### src/rtl/rast_pkg.sv
// Shared types, constants and helpers for the rasterizer sample walker.
// Positions are signed fixed point with RADIX fraction bits.
package rast_pkg;

  localparam int SIGFIG = 24;
  localparam int RADIX  = 10;
  localparam int VERTS  = 3;
  localparam int AXIS   = 3;
  localparam int COLORS = 3;

  // Walker FSM: idle and waiting for a triangle, or stepping through a box
  typedef enum logic [0:0] {
    WAIT = 1'b0,
    TEST = 1'b1
  } walker_state_t;

  // One-hot subsample codes
  localparam logic [3:0] SS_1X = 4'b1000;
  localparam logic [3:0] SS_2X = 4'b0100;
  localparam logic [3:0] SS_4X = 4'b0010;
  localparam logic [3:0] SS_8X = 4'b0001;

  typedef logic [SIGFIG-1:0]        fix_t;
  typedef logic signed [SIGFIG:0]   wide_t;

  // Sample pitch for a subsample code; anything not one-hot walks at 1x
  function automatic fix_t decode_step(input logic [3:0] ss);
    fix_t step;
    case (ss)
      SS_1X:   step = fix_t'(1) << RADIX;
      SS_2X:   step = fix_t'(1) << (RADIX - 1);
      SS_4X:   step = fix_t'(1) << (RADIX - 2);
      SS_8X:   step = fix_t'(1) << (RADIX - 3);
      default: step = fix_t'(1) << RADIX;
    endcase
    return step;
  endfunction

  // Sign-extend a coordinate by one bit so sums and compares cannot wrap
  function automatic wide_t widen(input fix_t a);
    return wide_t'({a[SIGFIG-1], a});
  endfunction

endpackage

### src/rtl/bbox_sample_walker.sv
// Bounding-box sample walker: accepts one triangle and its box per handshake
// and emits every sample location in the box, x fastest then y, one per cycle.
// The upstream bounding-box stage is halted for the duration of a walk, except
// on the last-sample cycle so a following triangle enters with no bubble.
module bbox_sample_walker
  import rast_pkg::*;
(
  input  logic                                  clk,
  input  logic                                  rst,
  input  logic [VERTS-1:0][AXIS-1:0][SIGFIG-1:0] tri_R13S,
  input  logic [COLORS-1:0][SIGFIG-1:0]         color_R13U,
  input  logic [1:0][1:0][SIGFIG-1:0]           box_R13S,
  input  logic                                  validTri_R13H,
  input  logic [3:0]                            subSample_RnnnnU,
  output logic                                  halt_RnnnnH,
  output logic [VERTS-1:0][AXIS-1:0][SIGFIG-1:0] tri_R14S,
  output logic [COLORS-1:0][SIGFIG-1:0]         color_R14U,
  output logic [1:0][SIGFIG-1:0]                sample_R14S,
  output logic                                  validSamp_R14H
);

  // Box indices: [0]=lower-left, [1]=upper-right; coordinate [0]=x, [1]=y
  localparam int LL = 0;
  localparam int UR = 1;
  localparam int X  = 0;
  localparam int Y  = 1;

  walker_state_t state_q, state_d;
  fix_t          step_q, step_d;
  logic [1:0][1:0][SIGFIG-1:0]           box_q, box_d;
  logic [1:0][SIGFIG-1:0]                sample_q, sample_d;
  logic                                  valid_q, valid_d;
  logic [VERTS-1:0][AXIS-1:0][SIGFIG-1:0] tri_q, tri_d;
  logic [COLORS-1:0][SIGFIG-1:0]         color_q, color_d;

  wide_t x_sum_s;
  wide_t y_sum_s;
  logic  x_fits_s;
  logic  y_fits_s;
  logic  last_R14H;
  logic  accept_s;
  logic  box_bad_s;

  // Next-sample adders and end-of-walk detection from the registered walk state
  always_comb begin
    x_sum_s   = widen(sample_q[X]) + widen(step_q);
    y_sum_s   = widen(sample_q[Y]) + widen(step_q);
    x_fits_s  = (x_sum_s <= widen(box_q[UR][X]));
    y_fits_s  = (y_sum_s <= widen(box_q[UR][Y]));
    last_R14H = !x_fits_s && !y_fits_s;
  end

  // Upstream hold; on the last sample the port opens for the next triangle
  always_comb begin
    halt_RnnnnH = (state_q == TEST) && !last_R14H;
  end

  // Handshake and incoming-box sanity check
  always_comb begin
    accept_s  = validTri_R13H && !halt_RnnnnH;
    box_bad_s = ($signed(box_R13S[LL][X]) > $signed(box_R13S[UR][X])) ||
                ($signed(box_R13S[LL][Y]) > $signed(box_R13S[UR][Y]));
  end

  // Walker FSM next-state and datapath updates
  always_comb begin
    state_d  = state_q;
    step_d   = step_q;
    box_d    = box_q;
    sample_d = sample_q;
    valid_d  = valid_q;
    tri_d    = tri_q;
    color_d  = color_q;

    if (accept_s) begin
      // Triangle is consumed even if its box is empty
      step_d  = decode_step(subSample_RnnnnU);
      box_d   = box_R13S;
      tri_d   = tri_R13S;
      color_d = color_R13U;
      if (box_bad_s) begin
        state_d = WAIT;
        valid_d = 1'b0;
      end else begin
        state_d  = TEST;
        valid_d  = 1'b1;
        sample_d = box_R13S[LL];
      end
    end else begin
      case (state_q)
        TEST: begin
          if (x_fits_s) begin
            sample_d[X] = x_sum_s[SIGFIG-1:0];
          end else if (y_fits_s) begin
            sample_d[X] = box_q[LL][X];
            sample_d[Y] = y_sum_s[SIGFIG-1:0];
          end else begin
            // Last sample already emitted and nothing new arrived
            state_d = WAIT;
            valid_d = 1'b0;
          end
        end
        WAIT: begin
          valid_d = 1'b0;
        end
        default: begin
          state_d = WAIT;
          valid_d = 1'b0;
        end
      endcase
    end
  end

  // State and datapath registers, cleared asynchronously
  always_ff @(posedge clk or negedge rst) begin
    if (!rst) begin
      state_q  <= WAIT;
      step_q   <= '0;
      box_q    <= '0;
      sample_q <= '0;
      valid_q  <= 1'b0;
      tri_q    <= '0;
      color_q  <= '0;
    end else begin
      state_q  <= state_d;
      step_q   <= step_d;
      box_q    <= box_d;
      sample_q <= sample_d;
      valid_q  <= valid_d;
      tri_q    <= tri_d;
      color_q  <= color_d;
    end
  end

  // Stage outputs come straight from the flops
  always_comb begin
    tri_R14S       = tri_q;
    color_R14U     = color_q;
    sample_R14S    = sample_q;
    validSamp_R14H = valid_q;
  end

endmodule

### config.mk
export PLATFORM = sky130hd
export DESIGN_NAME = bbox_sample_walker
export DESIGN_NICKNAME = d
export VERILOG_FILES = /design/src/rtl/rast_pkg.sv /design/src/rtl/bbox_sample_walker.sv
export SDC_FILE = /design/constraint.sdc
export NUM_CORES = 1
export LEC_CHECK = 0
export CORE_AREA = 3 3 284 286
export CTS_BUF_LIST = sky130_fd_sc_hd__clkbuf_4 sky130_fd_sc_hd__clkbuf_8
export DETAILED_ROUTE_END_ITERATION = 16
export DIE_AREA = 0 0 287 289
export HOLD_SLACK_MARGIN = 0.03
export SETUP_SLACK_MARGIN = 0.05
export SLEW_MARGIN = 0
export SYNTH_ARGS = -nofsm -noshare
export SYNTH_HDL_FRONTEND = slang
export SYNTH_SLANG_ARGS = --single-unit
export TNS_END_PERCENT = 20
### constraint.sdc
create_clock -name clk -period 14.2 [get_ports clk]
set_input_delay 4.26 -clock clk [delete_from_list [all_inputs] [get_ports clk]]
set_output_delay 4.26 -clock clk [all_outputs]
set_load 0.05 [all_outputs]
### Word level (Yosys, flattened, before mapping)

Index checks and enable logic that the tools add are counted.

| operators by class | value |
|---|---|
| mux-type cells | 16 |
| equal/unequal tests | 7 |
| bitwise operators | 1 |
| reduce and logical (&&, ||, !) cells | 14 |
| magnitude comparators | 4 |
| div/mod/pow operators | 0 |
| add/subtract/negate cells | 2 |
| multiply operators | 0 |
| shift-type cells | 0 |

Operator list:

| operator | number |
|---|---|
| $mux W48 | 4 |
| $add A24 B12 Y25 | 2 |
| $le A25 B24 Y1 | 2 |
| $gt A24 B24 Y1 | 2 |
| $mux W24 | 2 |
| $pmux W11 S3 | 1 |
| $mux W1 | 8 |
| $ne A3 B2 Y1 const B | 2 |
| $eq A4 B1 Y1 const B | 1 |
| $eq A4 B2 Y1 const B | 1 |
| $eq A4 B3 Y1 const B | 1 |
| $logic_not A1 Y1 | 4 |
| $reduce_and A4 Y1 | 1 |
| $reduce_bool A2 Y1 | 2 |
| $logic_and A1 B1 Y1 | 3 |
| $reduce_and A3 Y1 | 1 |
| $reduce_bool A3 Y1 | 1 |
| $ne A2 B1 Y1 const B | 1 |
| $ne A2 B2 Y1 const B | 1 |
| $pmux W1 S2 | 1 |
| $reduce_and A2 Y1 | 1 |
| $logic_or A1 B1 Y1 | 1 |
| $not A1 Y1 | 1 |

| word-level totals | value |
|---|---|
| latch bits | 0 |
| memories kept | 0 |
| register bits | 421 |
| memory bits (read-only) | 0 |
| memory bits (writable) | 0 |
| output and inout bits | 338 |

### Logic depth before layout (Yosys ltp)

| depth | value |
|---|---|
| depth in word-level cells | 10 |
| depth in mapped cells | 21 |
| depth with buffers taken out | 18 |

### Least setup slack after synthesis

No wires, ideal clock.

| path | value |
|---|---|
| path kind | register to output |
| from | register sample_q, in the netlist sample_R14S[31] |
| to | output port halt_RnnnnH |
| setup slack | 5.739 ns |
| data arrival time | 4.201 ns |
| stages on the path, launching flop included | 17 |
| cell sequence | dfrtp_1 ha_1 inv_1 fa_1 nor2b_1 o21ai_0 a21boi_0 nand4_1 nor2_1 xor2_1 ha_1 nand3_1 o221ai_1 or2_0 nor4_1 a21oi_2 a21bo_2 |

| between the ends | value |
|---|---|
| longest elaborated chain between the ends | 6 |

RTL lines:

| what | RTL line | text |
|---|---|---|
| from (decl) | bbox_sample_walker.sv:31 | `logic [1:0][SIGFIG-1:0] sample_q, sample_d;` |
| from (signal assigned) | bbox_sample_walker.sv:128 | `sample_q <= sample_d;` |
| $add A24 B12 Y25 | bbox_sample_walker.sv:47 | `y_sum_s = widen(sample_q[Y]) + widen(step_q);` |
| $le A25 B24 Y1 | bbox_sample_walker.sv:49 | `y_fits_s = (y_sum_s <= widen(box_q[UR][Y]));` |
| $logic_not A1 Y1 | bbox_sample_walker.sv:50 | `last_R14H = !x_fits_s && !y_fits_s;` |
| $logic_and A1 B1 Y1 | bbox_sample_walker.sv:50 |  |
| $logic_not A1 Y1 | bbox_sample_walker.sv:55 | `halt_RnnnnH = (state_q == TEST) && !last_R14H;` |
| $logic_and A1 B1 Y1 | bbox_sample_walker.sv:55 |  |
| to (decl) | bbox_sample_walker.sv:15 | `output logic halt_RnnnnH,` |

No other way between the ends.

### Worst setup path after layout

| path | value |
|---|---|
| from | register step_q[7] |
| to | output port halt_RnnnnH |

| between the ends | value |
|---|---|
| longest elaborated chain between the ends | 6 |

RTL lines:

| what | RTL line | text |
|---|---|---|
| from (decl) | bbox_sample_walker.sv:29 | `fix_t step_q, step_d;` |
| from (signal assigned) | bbox_sample_walker.sv:126 | `step_q <= step_d;` |
| $add A24 B12 Y25 (on tied branches) | bbox_sample_walker.sv:46, bbox_sample_walker.sv:47 |  |
| $le A25 B24 Y1 (on tied branches) | bbox_sample_walker.sv:48, bbox_sample_walker.sv:49 |  |
| $logic_not A1 Y1 | bbox_sample_walker.sv:50 |  |
| $logic_and A1 B1 Y1 (*) | bbox_sample_walker.sv:50 |  |
| $logic_not A1 Y1 (*) | bbox_sample_walker.sv:55 |  |
| $logic_and A1 B1 Y1 (*) | bbox_sample_walker.sv:55 |  |

Mark *: on every way between the ends. The rest lies on a longest branch, timed or not.

==> flow_metrics.tcl <==
set metrics [dict create \
    status "finished, final reports clean" \
    clk-insertion-delay-late_ns 0.66 \
    htreeDepth 3 \
    cp-startpoint "step_q[7]" \
    dr_total_vias 14800 \
    yosysWarningCount 0 \
    die_y_um 289 \
    grt_first_pass_wirelength_um 100000 \
    seq_area_frac_synth_pct 53.4 \
    clock_skew_ns 0.0382 \
    ioPinCount 729 \
    start_util_pct 24.7 \
    crit_arrival_ns 5.93 \
    clk_transition_reported_paths_ns 0.06 \
    gp_congestion 0.854 \
    hold_viol 0 \
    finalCritPeriodShare_pct 71.7 \
    clock_sinks 414 \
    yosys-top-cells-area "dfrtp_1 (53%), mux2_2 (23%), ha_1 (6.8%), inv_1 (2.2%), o21ai_0 (1.8%)" \
    post-route-min-period_ns 10.19 \
    core_region_area_um2 78600 \
    drt_iter0_markers 744 \
    grt_pass1_vias 15900 \
    rows 103 \
    io_buffers 728 \
    critical_path_buf_inv_count 2 \
    hold_path.class "reg -> reg" \
    areaGrowthSynthToFinish_pct 52.0 \
    rsz0062_at_grt "false" \
    fin_tns_setup_ns 0 \
    antenna_left 0 \
    critPathMaxFanout 9 \
    cts_resized 0 \
    synthCells 1491 \
    endpoint_kind "output port" \
    drive_above_1_share_pct 24.4 \
    ys_types 68 \
    grtUsageTotal_pct 16.0 \
    ys_ff_latch 414 \
    drv_slew 0 \
    cts_max_path_buffers 3 \
    dpl.hpwl_um 54700 \
    synth-edff-count 0 \
    crit_path_frequent_cell "ha_1" \
    fill_cells 7601 \
    dr.pass1.iters 5 \
    avgSynthCellArea_um2 13.0 \
    crit_path_start_kind "flip-flop" \
    ys.flop_type "dfrtp_1" \
    antenna_found_initial 20 \
    worstSetupPathType "reg -> out" \
    wl_per_cell_um 20.7 \
    cts_tree "yes" \
    fmax_ghz 0.0982 \
    critPathRequiredTime_ns 9.94 \
    overflow 0 \
    grt_max_degree 110 \
    post-cts-setup-buffers 0 \
    die_area_um2 82900 \
    dieWidth_um 287 \
    syn_area_um2 19400 \
    critPathMaxStageDelay_ns 0.82 \
    slowest_stage "clkdlybuf4s50_1" \
    cts_made_buffers 80 \
    synth_area_leader_cell "dfrtp_1" \
    cts-hold-fix-buffers 0 \
    worstPathCellList "ha_1 > inv_1 > fa_1 > nor2b_1 > o21ai_0 > a21boi_0 > nand4_1 > nor2_1 > xor2_1 > ha_1 > nand3_1 > o221ai_1 > or2_0 > nor4_1 > a21oi_2 > a21bo_2 > clkdlybuf4s50_1" \
    nNetsFinal 2751 \
    drc 0 \
    synth.top_cell.area_share_pct 53.4 \
    r2r-start "step_q[7]" \
    drv_cap 0 \
    crit_family "simple AND/OR/NAND/NOR gates" \
    viasPerCell 4.39 \
    root_buffer "clkbuf_8" \
    syn_nets 1990 \
    worst_pin_slew_ns 1.11 \
    async_flop_share_pct 100 \
    wl_um 69800 \
    finalSetupViolCount 0 \
    worstHoldStart "validSamp_R14H" \
    slew_headroom_pct 26.0 \
]
[worst register-to-register path, stage by stage, from the launching register on]
cell	delay (ns)
dfrtp_1	0.38
ha_1	0.18
inv_1	0.05
fa_1	0.40
nor2b_1	0.12
o21ai_0	0.11
a21boi_0	0.52
nand4_1	0.37
nor2_1	0.23
xor2_1	0.12
ha_1	0.29
nand3_1	0.11
nor3_1	0.33
or3_1	0.19
a31oi_1	0.12
a211o_1	0.48
a21oi_4	0.21
buf_4	0.56
buf_4	0.93
mux2_2	0.45
mux2_4	0.25
[stage by stage]
stage               util, %  hold slack, ns  worst slack (ns)  cells  area, um^2
CTS                    37.5           0.506              3.97   3361       29500
finish                 37.5           0.497              4.01   3372       29500
detailed placement     35.3           0.488              4.75   3220       27700
global placement       35.3           0.467              4.86   3220       27700
floorplan                 -           0.468              5.74   1491       19400
global route           37.5           0.513              3.57   3368       29500
[logic make-up (layout without fill, tap and decap cells)]
kind of cell    Yosys count  in the layout  synth area share (%)
xor+xnor                 30             30                  1.35
flops                   414            414                  53.4
fa+ha+maj               108            108                  7.04
mux                     403            403                  23.5
compound gates          176            176                  5.84
simple gates            186            186                  4.68
buf+inv                 174            994                  4.21
other cells               0             11                     0
[per-layer routing]
| layer | track usage (%) | part of all wire [%] | vias up | routed length [um] |
|---|---|---|---|---|
| met5 | 0 | 0.14 | - | 101 |
| met4 | 6.33 | 3.2 | 16 | 2200 |
| met3 | 4.78 | 7.8 | 144 | 5470 |
| met2 | 26.4 | 49 | 535 | 33900 |
| met1 | 19.7 | 40 | 7300 | 28100 |
| li1 | - | - | 6824 | - |
[cell usage in the layout, fill, tap and decap left out, types with 9 or more instances in the layout]
master | Yosys | layout
nand4_1 | 22 | 22
clkdlybuf4s50_1 | 0 | 727
mux2_2 | 389 | 389
a21o_1 | 9 | 9
diode_2 | 0 | 11
a21oi_1 | 38 | 38
nand3_1 | 16 | 16
clkbuf_4 | 0 | 27
dfrtp_1 | 414 | 414
nor2_1 | 27 | 27
buf_4 | 25 | 13
inv_1 | 112 | 112
xor2_1 | 14 | 14
ha_1 | 106 | 106
xnor2_1 | 16 | 16
nand2_1 | 76 | 76
o21ai_0 | 69 | 69
clkbuf_8 | 0 | 96
[flip-flops by register name (all words and copies together), names as in the netlist]
| name | flops |
|---|---|
| state_q | 1 |
| sample_R14S | 48 |
| tri_R14S | 216 |
| validSamp_R14H | 1 |
| color_R14U | 72 |
| step_q | 4 |
| box_q | 72 |
[final cells by class]
cell class | instances | area (um^2) | area share, %
clock inverters | 18 | 231 | 0.784
diodes | 11 | 27.5 | 0.0933
flip-flops and latches | 414 | 10400 | 35.1
well taps | 1050 | 1310 | 4.45
repair buffers | 741 | 7390 | 25.0
clock buffers | 123 | 1520 | 5.16
multi-input cells | 903 | 8250 | 27.9
inverters | 112 | 420 | 1.42
[synthesized netlist by cell type, types with 4 or more instances]
cell       count
dfrtp_1      414
mux2_2       389
inv_1        112
ha_1         106
nand2_1       76
o21ai_0       69
a21oi_1       38
nor2_1        27
buf_4         25
nand4_1       22
nand3_1       16
xnor2_1       16
buf_2         14
xor2_1        14
clkbuf_1      13
a21o_1         9
mux2_4         8
nor2b_1        8
nor3_1         8
and3_1         7
a211oi_1       6
a22o_1         6
a32o_1         5
buf_6          5
a221oi_1       4
buf_1          4
mux2_1         4
nor4b_1        4
o21bai_1       4
o2bb2ai_1      4
[final timing paths]
kind / endpoint / slack, ns / cells past startpoint
max in group asynchronous: sample_R14S[42] / 8.30 / 3
hold reg to reg: validSamp_R14H / 0.50 / 2
setup reg to reg: sample_R14S[17] / 7.67 / 20
hold / removal: validSamp_R14H / 0.50 / 2
min in group asynchronous: tri_R14S[99] / 3.66 / 1
setup / recovery: halt_RnnnnH / 4.01 / 17
Power is not shown: default switching activity piles up to over one toggle a cycle in this logic, so the estimate is an artifact.
